### config.mk
export PLATFORM = sky130hd
export DESIGN_NAME = note_sequencer
export DESIGN_NICKNAME = d
export VERILOG_FILES = /design/src/rtl/note_sequencer.sv
export SDC_FILE = /design/constraint.sdc
export NUM_CORES = 1
export LEC_CHECK = 0
export CORE_AREA = 8 8 123 125
export DETAILED_ROUTE_END_ITERATION = 10
export DIE_AREA = 0 0 131 133
export PLACE_DENSITY = 0.67
export SLEW_MARGIN = 20
export SYNTH_ARGS = -nofsm -noshare
export SYNTH_HDL_FRONTEND = slang
export SYNTH_SLANG_ARGS = --single-unit
### constraint.sdc
create_clock -name CLK -period 3.9 [get_ports CLK]
set_clock_uncertainty 0.2 [all_clocks]
set_input_delay 0.78 -clock CLK [delete_from_list [all_inputs] [get_ports CLK]]
set_output_delay 0.78 -clock CLK [all_outputs]
set_load 0.01 [all_outputs]
### src/rtl/note_sequencer.sv
// Beat-driven melody sequencer: steps a small pattern RAM and drives the
// oscillator note select plus a mute gate, changing the note only while muted.
module note_sequencer #(
  parameter int TICKS_PER_BEAT = 5_000_000,
  parameter int GAP_TICKS      = 250_000,
  parameter int STEPS          = 16,
  parameter int STEP_W         = 4
) (
  input  logic              CLK,
  input  logic              RST,
  input  logic              WR_EN,
  input  logic [STEP_W-1:0] WR_ADDR,
  input  logic [4:0]        WR_DATA,
  input  logic [STEP_W-1:0] LAST_STEP,
  input  logic              LOOP,
  input  logic              START,
  input  logic              STOP,
  output logic [1:0]        NOTE_SEL,
  output logic              GATE,
  output logic              BUSY,
  output logic [STEP_W-1:0] STEP_IDX,
  output logic              DONE
);

  localparam int TICK_W = (TICKS_PER_BEAT > 1) ? $clog2(TICKS_PER_BEAT) : 1;
  localparam int GAP_W  = (GAP_TICKS > 1) ? $clog2(GAP_TICKS) : 1;
  localparam logic [TICK_W-1:0] TICK_MAX = TICK_W'(TICKS_PER_BEAT - 1);
  localparam logic [GAP_W-1:0]  GAP_MAX  = GAP_W'((GAP_TICKS > 0) ? GAP_TICKS - 1 : 0);
  localparam logic [4:0]        REST_ENTRY = 5'b1_00_00;

  typedef enum logic [1:0] {IDLE, LOAD, PLAY, GAP} state_t;

  state_t            state_q, state_d;
  logic [1:0]        note_q, note_d;
  logic              gate_q, gate_d;
  logic              busy_q, busy_d;
  logic              done_q, done_d;
  logic [STEP_W-1:0] step_q, step_d;
  logic [STEP_W-1:0] last_q, last_d;
  logic [2:0]        beats_q, beats_d;
  logic [TICK_W-1:0] tick_q, tick_d;
  logic [GAP_W-1:0]  gap_q, gap_d;
  logic [4:0]        ram_q [STEPS];
  logic [4:0]        ram_d [STEPS];
  logic [4:0]        entry;
  logic              step_end;

  // A write lands at the next edge, so a LOAD in the same cycle sees the old entry.
  assign entry = ram_q[step_q];

  always_comb begin
    // NOTE: every signal gets a default here so no path through the case infers a latch.
    state_d  = state_q;
    note_d   = note_q;
    gate_d   = gate_q;
    done_d   = 1'b0;
    step_d   = step_q;
    last_d   = last_q;
    beats_d  = beats_q;
    tick_d   = tick_q;
    gap_d    = gap_q;
    step_end = 1'b0;
    ram_d    = ram_q;

    if (WR_EN && (32'(WR_ADDR) < 32'(STEPS))) ram_d[WR_ADDR] = WR_DATA;

    case (state_q)
      IDLE: begin
        gate_d = 1'b0;
        if (START && !STOP) begin
          last_d  = (32'(LAST_STEP) >= 32'(STEPS)) ? STEP_W'(STEPS - 1) : LAST_STEP;
          step_d  = '0;
          state_d = LOAD;
        end
      end
      LOAD: begin
        note_d  = entry[1:0];
        beats_d = {1'b0, entry[3:2]} + 3'd1;
        tick_d  = '0;
        gate_d  = !entry[4];
        state_d = PLAY;
      end
      PLAY: begin
        if (tick_q == TICK_MAX) begin
          tick_d  = '0;
          beats_d = beats_q - 3'd1;
          if (beats_q == 3'd1) begin
            gate_d = 1'b0;
            if (GAP_TICKS == 0) begin
              step_end = 1'b1;
            end else begin
              gap_d   = '0;
              state_d = GAP;
            end
          end
        end else begin
          tick_d = tick_q + TICK_W'(1);
        end
      end
      GAP: begin
        if (gap_q == GAP_MAX) step_end = 1'b1;
        else                  gap_d = gap_q + GAP_W'(1);
      end
      default: state_d = IDLE;
    endcase

    if (step_end) begin
      if (step_q != last_q) begin
        step_d  = step_q + STEP_W'(1);
        state_d = LOAD;
      end else if (LOOP) begin
        step_d  = '0;
        state_d = LOAD;
      end else begin
        done_d  = 1'b1;
        state_d = IDLE;
      end
    end

    // Abort wins over everything, including a pass that completes this cycle.
    if (STOP && (state_q != IDLE)) begin
      state_d = IDLE;
      gate_d  = 1'b0;
      done_d  = 1'b0;
    end

    busy_d = (state_d != IDLE);
  end

  // NOTE: sequential state uses non-blocking assignments so all flops update together.
  always_ff @(posedge CLK) begin
    if (RST) begin
      state_q <= IDLE;
      note_q  <= '0;
      gate_q  <= 1'b0;
      busy_q  <= 1'b0;
      done_q  <= 1'b0;
      step_q  <= '0;
      last_q  <= '0;
      beats_q <= '0;
      tick_q  <= '0;
      gap_q   <= '0;
      // NOTE: the pattern RAM is small flop storage, so reset restores every entry to a rest.
      for (int i = 0; i < STEPS; i++) ram_q[i] <= REST_ENTRY;
    end else begin
      state_q <= state_d;
      note_q  <= note_d;
      gate_q  <= gate_d;
      busy_q  <= busy_d;
      done_q  <= done_d;
      step_q  <= step_d;
      last_q  <= last_d;
      beats_q <= beats_d;
      tick_q  <= tick_d;
      gap_q   <= gap_d;
      ram_q   <= ram_d;
    end
  end

  assign NOTE_SEL = note_q;
  assign GATE     = gate_q;
  assign BUSY     = busy_q;
  assign STEP_IDX = step_q;
  assign DONE     = done_q;

endmodule

======== After elaboration in Yosys (flattened, before gate mapping) ========
Cells that the tools add are included.
cells by class
  multiplexer cells ....................... 33
  reductions and logical operators ........ 17
  bitwise operators ....................... 3
  add/subtract/negate cells ............... 5
  magnitude comparators ................... 3
  equal/unequal tests ..................... 10
operators with widths
  kind                                                       count
  bitwise mux 80 bit                                         1
  two-way mux 18 bit                                         3
  one-hot mux 23 bit (2 select lines)                        1
  one-hot mux 18 bit (2 select lines)                        1
  adder 23 x 1 -> 23 bit (second input constant)             1
  equality test 23 bit (second input constant)               1
  two-way mux 23 bit                                         1
  binary-select mux 5 bit (select 4 bit)                     1
  demux 5 bit (select 4 bit)                                 1
  two-way mux 4 bit                                          5
  adder 18 x 1 -> 18 bit (second input constant)             1
  equality test 18 bit (second input constant)               1
  two-way mux 5 bit                                          3
  greater-or-equal comparator 5 bit (second input constant)  2
  two-way mux 2 bit                                          5
  NOT 4 -> 5 bit                                             2
  nonzero test 2 bit                                         4
  two-way mux 1 bit                                          7
  != test 2 bit (second input constant)                      3
  one-hot mux 2 bit (3 select lines)                         1
  one-hot mux 3 bit (2 select lines)                         1
  < comparator 5 x 1 -> 1 bit (second input constant)        1
  adder 4 x 1 -> 4 bit (second input constant)               1
  equality test 2 bit (second input constant)                2
  17 further kinds                                           21
word-level totals
  register bits after elaboration ......... 139

======== Longest topological paths before layout ========
  depth after elaboration ................. 7
  gate-level depth with buffers ........... 10

======== Least setup slack after synthesis ========
Ideal clock, no wire load.
  path type ............................... reg-to-reg
  start ................................... register step_q[0] (netlist: STEP_IDX[0])
  end ..................................... register beats_q[1]
  data required time ...................... 3.630 ns
  setup time .............................. 0.070 ns
  arrival ................................. 2.820 ns
  period minus slack after synthesis ...... 3.091 ns
  setup slack ............................. 0.809 ns
  cell stages (with the launch flop) ...... 10
  cell sequence ........................... dfxtp_1 buf_2 buf_2 buf_2 mux4_2 mux4_2 ha_1 nor2_1 a211o_1 a21oi_1
on the way
  cells in the longest elaborated chain, start to end .. 6
RTL lines
  what                                                   RTL line  RTL
  start, declared                                        38        logic [STEP_W-1:0] step_q, step_d;
  start signal, assigned                                 151       step_q <= step_d;
  NOT 4 -> 5 bit (not written as such)                   49        assign entry = ram_q[step_q];
  binary-select mux 5 bit (select 4 bit)                 49
  two-way mux 5 bit (not written as such) (2 in series)  49
  adder 2 x 1 -> 3 bit                                   78        beats_d = {1'b0, entry[3:2]} + 3'd1;
  one-hot mux 3 bit (2 select lines)                     67        case (state_q)
  end signal, assigned                                   153       beats_q <= beats_d;
  end, declared                                          40        logic [2:0] beats_q, beats_d;
Every way passes these cells. The select of a mux whose other input is x is not followed.
A chain may end at the register's enable or synchronous reset.

======== Worst setup path in the final report ========
  start ................................... register state_q[0]
  end ..................................... register gap_q[13]
on the way
  cells in the longest elaborated chain, start to end .. 3
RTL lines
  what                                                           RTL line  RTL
  start, declared                                                33        state_t state_q, state_d;
  start signal, assigned                                         146       state_q <= state_d;
  equality test 2 bit                                            67
  != test 2 bit (no line) or nonzero test 2 bit (tied branches)  -
  AND reduction 4 bit (no line)                                  -
  end signal, assigned                                           155       gap_q <= gap_d;
  end, declared                                                  42        logic [GAP_W-1:0] gap_q, gap_d;
Parallel ways exist; a longest one is shown, timed or not.

==> results.md <==
- Outcome: completed
- Yosys top cell area share: 0.4312
- YS warnings: 0
- Compound-Gate Fraction of Synth Area: 0.05409
- Final setup viols: 0
- First-iteration detailed-routing DRC count: ~380
- Cell Area, Synth: 6454 um2
- Global placer's final weighted congestion: 0.8765
- R2R cell count: 6
- Post-layout instance area: ~7500 um2
- Critical path type: flop to flop
- Die ar.: between 15000 and 20000 um2
- Largest net degree at the start of global routing: between 70 and 80
- Ys async rst share: 0
- Die width: ~130 um
- Post-cts hold buffer count: 0
- Headroom to the max-slew limit: 0.3843
- Clock transition at path regs: 60 ps
- Critical path peak fanout: 18
- Die H: ~130 um
- IO buf count: 27
- CP Buf/Inv Count: 1
- Drt total wl: about 14000 um
- Max VDD drop: about 0.35 mV
- Post-CTS Setup Inserts: 0
- Endpoint class of the critical path: flop
- Switching part of the total power: 0.2097
- Leak: 2.766 nW
- Post-DP HPWL: around 9700 um
- Syn avg cell area: roughly 9.6 um2
- Hold Slack: roughly 260 ps
- Min-Delay Path Class: flop to flop
- XOR/XNOR Fraction of Synth Area: 0.05700
- Area leader, netlist: dfxtp_1
- Int Pwr: between 2 and 3 mW
- Synth cell types: 55
- Number of global-route vias before repair: 4976
- EDFF count, synth: 0
- Hold path cells: 2
- Post-Synth Adder-Cell Area: 0.01939
- F_max: between 300 and 400 MHz
- Seq/Total Area, Yosys: 0.4312
- Grt peak-use layer: met2
- Post_cts resized: 0
- Top post-synthesis cells by area: dfxtp_1, mux2i_1, nor2_1, mux4_2, xnor2_1
- Routed len/inst: ~16 um
- Delay-heaviest family, CP: simple AND/OR/NAND/NOR gates
- Total CTS buffers: 17
- Share of total power in combinational logic: 0.048
- Mapped Nets: 704
- Count leader, synth: dfxtp_1
- Final core occ: 0.5729
- CTS Buffer Depth: 2
- Period utilisation layout: 0.7938
- Psw: approximately 700 uW
- CTS tree: yes
- Final std cells w/o fill: 882
- Residual DRC: 0
- First-pass GRT wire length: 24300 um
- Synth Flop Type: dfxtp_1
- Worst EP required: between 3000 and 4000 ps
- Clk network pwr share: 0.519
- Slew Limit Fails: 0
- Post-route setup TNS: 0 ps
- Post-route ant nets: 0
- R2r setup slk: 800 ps
- Post-synth top cells: dfxtp_1, nor2_1, mux2i_1
- Main combinational cell family by area after synthesis: multiplexers
- GRT overflow: 0
- CP max stage cell: or4b_1
- ANT cells: 0
- Final Hold Fails: 0
- Drt pass-1 iters: 4
- Crit start category: flop
- Layout cell share with drive strength beyond 1: 0.1020
- Avg Vias per Cell: approximately 5.5
- Post-synthesis mux area share: 0.2084
- Initial antenna violation count: 0
- Clk sink count: 139
- GRT Total Usage: 0.1751
- Yosys reg bits: between 100 and 150
- Minimum clock period: ~3100 ps
- Initial Util: 0.4932
- Slew at the pin with the worst max-slew slack: between 900 and 1000 ps
- Post-Synthesis Cells: 675
- Simple-gate share of the synthesized area: 0.2012
- Vias: approximately 5000
- Area delta synth->final: 16.15%
- Flop pwr share: 0.433
- Std-Cell Rows: 42
- Max Cap Violations: 0
- Critical path depth in cells: 6
- Max H-tree Level: 4
- Max incr delay on CP: a little under 800 ps
- Met2 usage: 0.2770
- Dpl cells: between 800 and 900
- Met3 Use GR: 0.04460
- Num ports: 28
- Post-layout nets: 722
- Core area: 13090 um2
- Pwr dens: 446.8 nW/um2
- Met1 Resource Use GR: 0.2205
- Critical path, cell by cell: inv_1 -> ha_1 -> nor2b_1 -> or4b_1 -> o21ai_2 -> nor3_1
- Fill cells: ~1100
- CP arrival: about 3200 ps
- Clk root buf: clkbuf_16
- RSZ-0062 raised after global routing: false
- Area post-placement: around 6900 um2
- Worst skew pair latency: around 420 ps
==> cell type report <==
cell class	count	area, um2	share of cell area
Multi-Input combinational cell	489	3486	0.4650
Clock buffer	19	442.9	0.05909
Inverter	11	41.29	0.005508
Clock inverter	13	197.7	0.02637
Timing Repair Buffer	35	325.3	0.04340
Sequential cell	139	2783	0.3712
Tap cell	176	220.2	0.02938
==> sequential cells by signal, summed over array words and instances, names as in the netlist <==
register	flops
ram_q	80
tick_q	23
gap_q	18
STEP_IDX	4
last_q	4
beats_q	3
NOTE_SEL	2
state_q	2
BUSY	1
DONE	1
GATE	1
==> layer usage <==
metal	vias up	share of wire
li1	2397	-
met1	2383	0.47
met2	89	0.48
met3	23	0.039
met4	0	0.017
met5	-	0
==> worst register-to-register path, stage by stage, from the launching register on <==
cell     delay [ps]
dfxtp_1         340
inv_1           120
ha_1            420
nor2b_1         250
or4b_1          780
o21ai_2         710
nor3_1          140
==> cell usage in the layout, fill, tap and decap left out, drive strengths merged, types with 6 or more instances in the layout <==
cell / n
a211oi: 7
a21oi: 18
a22oi: 6
and3: 9
buf: 9
clkbuf: 19
clkdlybuf4s50: 26
clkinv: 6
dfxtp: 139
ha: 10
inv: 10
mux2i: 86
mux4: 20
nand2: 42
nand3: 21
nand4: 13
nor2: 135
nor2b: 7
nor3: 7
o21ai: 8
xnor2: 27
xor2: 15
==> kinds of logic after synthesis <==
kind of cell / after synthesis
xor gates and xnor gates: 42
adders and majority gates: 10
and+or+nand+nor: 275
muxes: 109
AOI/OAI and AO/OA: 53
DFF: 139
buffers and inverters: 47
==> stage by stage <==
step / worst slack (ps) / total power [mW]
after CTS: 826.2 / 3.374
after global placement: 939.2 / 1.636
final: 804.2 / 3.349
after global routing: 594.7 / 3.459
after detailed placement: 842.0 / 1.642
after floorplan: 809.4 / 1.585
==> final timing paths <==
check                                             start                      end
worst min register to register  beats_q[1]$_SDFFE_PP0P_  beats_q[1]$_SDFFE_PP0P_
worst max-delay path              state_q[0]$_SDFF_PP0_   gap_q[13]$_SDFFE_PP0P_
worst max register to register    state_q[0]$_SDFF_PP0_   gap_q[13]$_SDFFE_PP0P_
worst min-delay path            beats_q[1]$_SDFFE_PP0P_  beats_q[1]$_SDFFE_PP0P_
==> power groups by stage <==
stage / Combinational [mW] / Sequential [mW] / Clock (mW)
2_1_floorplan: 0.105 / 1.48 / 0
3_5_place_dp: 0.160 / 1.48 / 0
4_1_cts: 0.161 / 1.45 / 1.76
6_report: 0.161 / 1.45 / 1.74
5_1_grt: 0.176 / 1.45 / 1.83
3_3_place_gp: 0.155 / 1.48 / 0
Power figures use the tool's default switching activity.
